[src/rtl/riscv_pkg.sv]
// Shared definitions for the front-end pipeline.
// Holds the architectural widths, the default instruction-queue depth and the
// entry layout the queue stores for each fetched instruction.
package riscv_pkg;

    localparam int XLEN     = 32;
    localparam int INST_W   = 32;
    localparam int IQ_DEPTH = 8;

    // One buffered fetch result: where it came from and what was read.
    typedef struct packed {
        logic [XLEN-1:0]   pc;
        logic [INST_W-1:0] inst;
    } iq_entry_t;

endpackage

[src/rtl/inst_queue.sv]
// Instruction queue between fetch and decode.
// Fetch pushes (pc, instruction) pairs; decode pops them in program order with
// a ready/valid handshake. flush_in empties the queue in one cycle on redirect.
// The head entry is shown ahead combinationally; nothing from storage is ever
// exposed while the queue is empty.
//
// Ports:
//   clk_in        rising-edge clock
//   rst_in        synchronous active-high reset, overrides rdy_in
//   rdy_in        global ready; when low, no state changes
//   flush_in      drop every buffered entry (gated by rdy_in)
//   if_valid_in   fetch offers an entry
//   if_pc_in      pc of the offered entry
//   if_inst_in    instruction word of the offered entry
//   if_ready_out  queue can accept a push (not full)
//   iq_valid_out  head entry valid (not empty)
//   iq_pc_out     head pc, 0 when empty
//   iq_inst_out   head instruction, 0 when empty
//   dec_ready_in  decode consumes the head this cycle
//   count_out     number of occupied entries, 0..DEPTH
module inst_queue
    import riscv_pkg::*;
#(
    parameter  int DEPTH = IQ_DEPTH,
    localparam int PTR_W = $clog2(DEPTH)
) (
    input  logic              clk_in,
    input  logic              rst_in,
    input  logic              rdy_in,
    input  logic              flush_in,
    input  logic              if_valid_in,
    input  logic [XLEN-1:0]   if_pc_in,
    input  logic [INST_W-1:0] if_inst_in,
    output logic              if_ready_out,
    output logic              iq_valid_out,
    output logic [XLEN-1:0]   iq_pc_out,
    output logic [INST_W-1:0] iq_inst_out,
    input  logic              dec_ready_in,
    output logic [PTR_W:0]    count_out
);

    // Pointers carry an extra wrap bit above the index so that full and
    // empty can be told apart without a separate occupancy counter.
    logic [PTR_W:0] head_q, head_d;
    logic [PTR_W:0] tail_q, tail_d;

    // Entry storage has no reset so it can map onto distributed RAM.
    iq_entry_t mem_q [DEPTH];

    logic      empty;
    logic      full;
    logic      pushFire;
    logic      popFire;
    iq_entry_t headEntry;

    assign empty = (head_q == tail_q);
    assign full  = (head_q[PTR_W-1:0] == tail_q[PTR_W-1:0]) &&
                   (head_q[PTR_W] != tail_q[PTR_W]);

    // if_ready_out depends only on registered state, so a pop in the same
    // cycle never frees a slot for a push into a full queue.
    assign if_ready_out = !full;
    assign iq_valid_out = !empty;

    assign pushFire = rdy_in && if_valid_in && !full  && !flush_in;
    assign popFire  = rdy_in && dec_ready_in && !empty && !flush_in;

    // Show-ahead read of the head slot, masked to zero while empty so stale
    // storage left behind by a flush is never visible to decode.
    assign headEntry   = mem_q[head_q[PTR_W-1:0]];
    assign iq_pc_out   = empty ? '0 : headEntry.pc;
    assign iq_inst_out = empty ? '0 : headEntry.inst;

    // Modulo 2*DEPTH subtraction falls out of the PTR_W+1 bit width.
    assign count_out = tail_q - head_q;

    // Next-state pointer logic: a flush (only while rdy_in is high) wins over
    // any push or pop offered in the same cycle.
    always_comb begin
        head_d = head_q;
        tail_d = tail_q;
        if (rdy_in && flush_in) begin
            head_d = '0;
            tail_d = '0;
        end else begin
            if (pushFire) begin
                tail_d = tail_q + (PTR_W+1)'(1);
            end
            if (popFire) begin
                head_d = head_q + (PTR_W+1)'(1);
            end
        end
    end

    // Pointer registers; reset overrides everything including rdy_in low.
    always_ff @(posedge clk_in) begin
        if (rst_in) begin
            head_q <= '0;
            tail_q <= '0;
        end else begin
            head_q <= head_d;
            tail_q <= tail_d;
        end
    end

    // Storage write on an accepted push only.
    always_ff @(posedge clk_in) begin
        if (pushFire && !rst_in) begin
            mem_q[tail_q[PTR_W-1:0]] <= '{pc: if_pc_in, inst: if_inst_in};
        end
    end

endmodule

[config.mk]
export PLATFORM = sky130hd
export DESIGN_NAME = inst_queue
export DESIGN_NICKNAME = d
export VERILOG_FILES = /design/src/rtl/riscv_pkg.sv /design/src/rtl/inst_queue.sv
export SDC_FILE = /design/constraint.sdc
export NUM_CORES = 1
export LEC_CHECK = 0
export ABC_AREA = 1
export BUFFER_PORTS_ARGS = -buffer_cell sky130_fd_sc_hd__buf_2
export CAP_MARGIN = 20
export CORE_MARGIN = 3
export CORE_UTILIZATION = 39
export DETAILED_ROUTE_END_ITERATION = 7
export PLACE_DENSITY_LB_ADDON = 0.2
export SYNTH_ARGS = -nofsm -noshare
export SYNTH_HDL_FRONTEND = slang
export SYNTH_SLANG_ARGS = --single-unit
[constraint.sdc]
create_clock -name clk_in -period 5.8 [get_ports clk_in]
set_input_delay 0.87 -clock clk_in [delete_from_list [all_inputs] [get_ports clk_in]]
set_output_delay 0.87 -clock clk_in [all_outputs]
set_load 0.02 [all_outputs]
==> impl_results.md <==
- Outcome: finished clean
- Core area: 55420 um^2
- Max-slew headroom: 34.03%
- Post-route minimum period: 4.485 ns
- Layout cells sized above 1: 11.50%
- HP Start: head_q[3]
- Final std cells w/o fill: 2980
- Maximum root-to-sink buffer count: 3
- WHS Endpoint: head_q[3]
- Critical path class: flop to output port
- # DRC: 0
- Average cell area after synthesis: 10.64 um^2
- Worst reg2reg startpoint: head_q[2]
- MaxCap Viol Count: 0
- Num ports: 140
- Top FF cell, synth: edfxtp_1
- CP max stage cell: dfxtp_4
- Crit Path Max Fanout: 70
- DRT Pass-1 Iters: 5
- Die H: 243.3 um
- Starting DRT DRC Count: 1010
- #FFs+latches synth: 523
- Die extent in x: 243.3 um
- Sum Neg Setup Slack: 0 ns
- CP required: 4.93 ns
- Mapped Area: 21960 um^2
- Count leader, synth: nor2_1
- HP Class: flop to flop
- Die ar.: 59190 um^2
- Largest area contributor in the synthesized netlist: edfxtp_1
- Area growth syn-to-layout: 13.88%
- Final period util: 77.33%
- Startpoint types: flop
- Area after DPL: 23270 um^2
- Clock transition at path regs: 0.06 ns
- Clock tree root buffer cell: clkbuf_16
- Via density: 4.666
- Yosys warnings: 0
- Post-synthesis cell count: 2063
- PortBufs: 139
- Worst path cell trace: inv_4, buf_16, buf_4, nor2_1, nand2_1, nand3_1, nand2_1, nor2_1, buf_2
- Max Slew Vio Count: 0
- Cell Pwr Density: 308.2 nW/um^2
- Crit. End Element: output port
- Hold_buf cts: 0
- Post-layout instance area: 25010 um^2
- Core Rows: 86
- H-Tree Depth: 2
- WHS Path Cells: 2
- EDFF count, synth: 512
- Initial antenna violation count: 6
- Net count after synthesis: 2139
- Peak VDD IR: 0.0002350 V
- Post-CTS resize count: 0
- GPL Wtd Cong: 0.7207
- Cts bufs inserted: 56
- Commonest cells in the netlist: 653 x nor2_1, 512 x edfxtp_1, 405 x nand2_1
- Worst path arrival time: 3.62 ns
- Final setup viols: 0
- Initial Utilization: 39.63%
- Grt total ovfl: 0
- Final hold vios: 0
- Synth unique cells: 24
- Slew @ Worst Pin: 0.9895 ns
- Number of placed cells counting well taps: 2868
- Clk_skew: 0.01290 ns
- Synth async-reset ratio: 0%
- Via count: 13905
- Final wirelength: 51190 um
- Dominant cells by area after synthesis: edfxtp_1 70%, nor2_1 11%, nand2_1 6.9%, inv_1 2.4%, o21ai_0 2.4%
- Tot GR Track Use: 17.28%
- RSZ-0062 raised after global routing: no
- Worst r2r dst: mem_q[4][45]
- CTS tree: yes
- Post-synth top area share: 70.02%
- Sequential share of the synthesized area: 71.02%
- Worst Reg-to-Reg Cells: 10
- Final-layout fill cell count: 5153
- Vias in the first global route: 13489
- First-pass GRT wire length: 79340 um
- Avg WL per Cell: 17.18 um
- Final hold slack: 0.5235 ns
- Worst R2R Setup Slack: 2.47 ns
- Nets: 2255
- Slowest stage delay, CP: 0.99 ns
- Leakage power: 9.357 nW
- Worst-Skew Late Latency: 0.60 ns
- DPL Wire Length: 26360 um
- Largest net degree at the start of global routing: 179
- # Post-CTS Setup Buffers: 0
- Clk sinks: 523
- Final antenna-violating net count: 0
- Max Freq: 222.9 MHz
- Utilization after layout: 45.13%
==> per-layer routing <==
layer,global-route usage [%],wire (um),vias up
met5,0,31,-
met2,27.49,23330,256
met1,24.23,24210,6585
met3,3.830,2708,68
met4,4.218,901,4
li1,-,-,6992
==> cells by family (layout without fill, tap and decap cells) <==
family / Yosys count / count (layout) / share of synthesized area (%)
fa+ha+maj: 6 / 6 / 0.3761
simple gates: 1141 / 1141 / 20.02
compound gates: 139 / 139 / 3.168
xor+xnor: 4 / 4 / 0.1596
flops: 523 / 523 / 71.02
buf+inv: 250 / 413 / 5.254
other cells: 0 / 6 / 0
==> cell usage in the layout, fill, tap and decap left out, types with 3 or more instances in the layout <==
cell type	count
o21ai_0	105
dfxtp_1	8
buf_4	23
nand3_1	76
clkinv_2	12
edfxtp_1	512
buf_2	139
nor2_4	8
o21ai_1	25
a21oi_1	9
ha_1	5
nor2_1	645
dfxtp_4	3
clkbuf_1	16
clkinv_1	13
nand2_1	405
diode_2	6
xor2_1	3
clkbuf_16	57
inv_1	141
==> worst max-delay path, delay by kind of cell (launching register included) <==
family                 cells  cell delay (ns)
AND/OR/NAND/NOR            5             0.63
buffers and inverters      4             1.34
flip-flops                 1             0.99
==> state kept, by name, summed over array words and instances, names as in the netlist, named ones only <==
name	count
mem_q	512
head_q	4
tail_q	4
==> through the flow <==
step / setup WS [ns] / power (W)
2_1_floorplan: 1.095 / 0.004356
6_report: 1.315 / 0.007707
4_1_cts: 1.136 / 0.007800
3_5_place_dp: 1.801 / 0.004471
3_3_place_gp: 1.820 / 0.004464
5_1_grt: 1.078 / 0.007992
==> cell type report <==
cell class / instances / area [um^2] / share of cell area (%)
sequential: 523 / 15610 / 62.41
multi-input combinational: 1290 / 5275 / 21.09
clock buffer: 73 / 1486 / 5.944
timing repair buffer: 165 / 935.9 / 3.743
tap: 748 / 935.9 / 3.743
inverter: 143 / 541.8 / 2.167
clock inverter: 32 / 210.2 / 0.8406
antenna: 6 / 15.01 / 0.06004
==> where the power goes <==
part	internal [W]	switching, W	total, W
registers	0.00416	0.00000539	0.00416
clock network	0.00189	0.00143	0.00332
logic	0.0000622	0.000163	0.000225
total	0.00611	0.00160	0.00771
==> how the worst max path moves through the flow <==
stage          startpoint              to  slack (ns)  cells after the start
6_report             flop   iq_pc_out[28]        1.31                      9
4_1_cts              flop   iq_pc_out[28]        1.14                      8
3_3_place_gp         flop   iq_pc_out[28]        1.82                      8
5_1_grt              flop  iq_inst_out[1]        1.08                      9
3_5_place_dp         flop   iq_pc_out[28]        1.80                      8
2_1_floorplan   tail_q[0]     mem_q[0][0]        1.09                      9
Note: power is estimated with default switching activity, not from simulation.
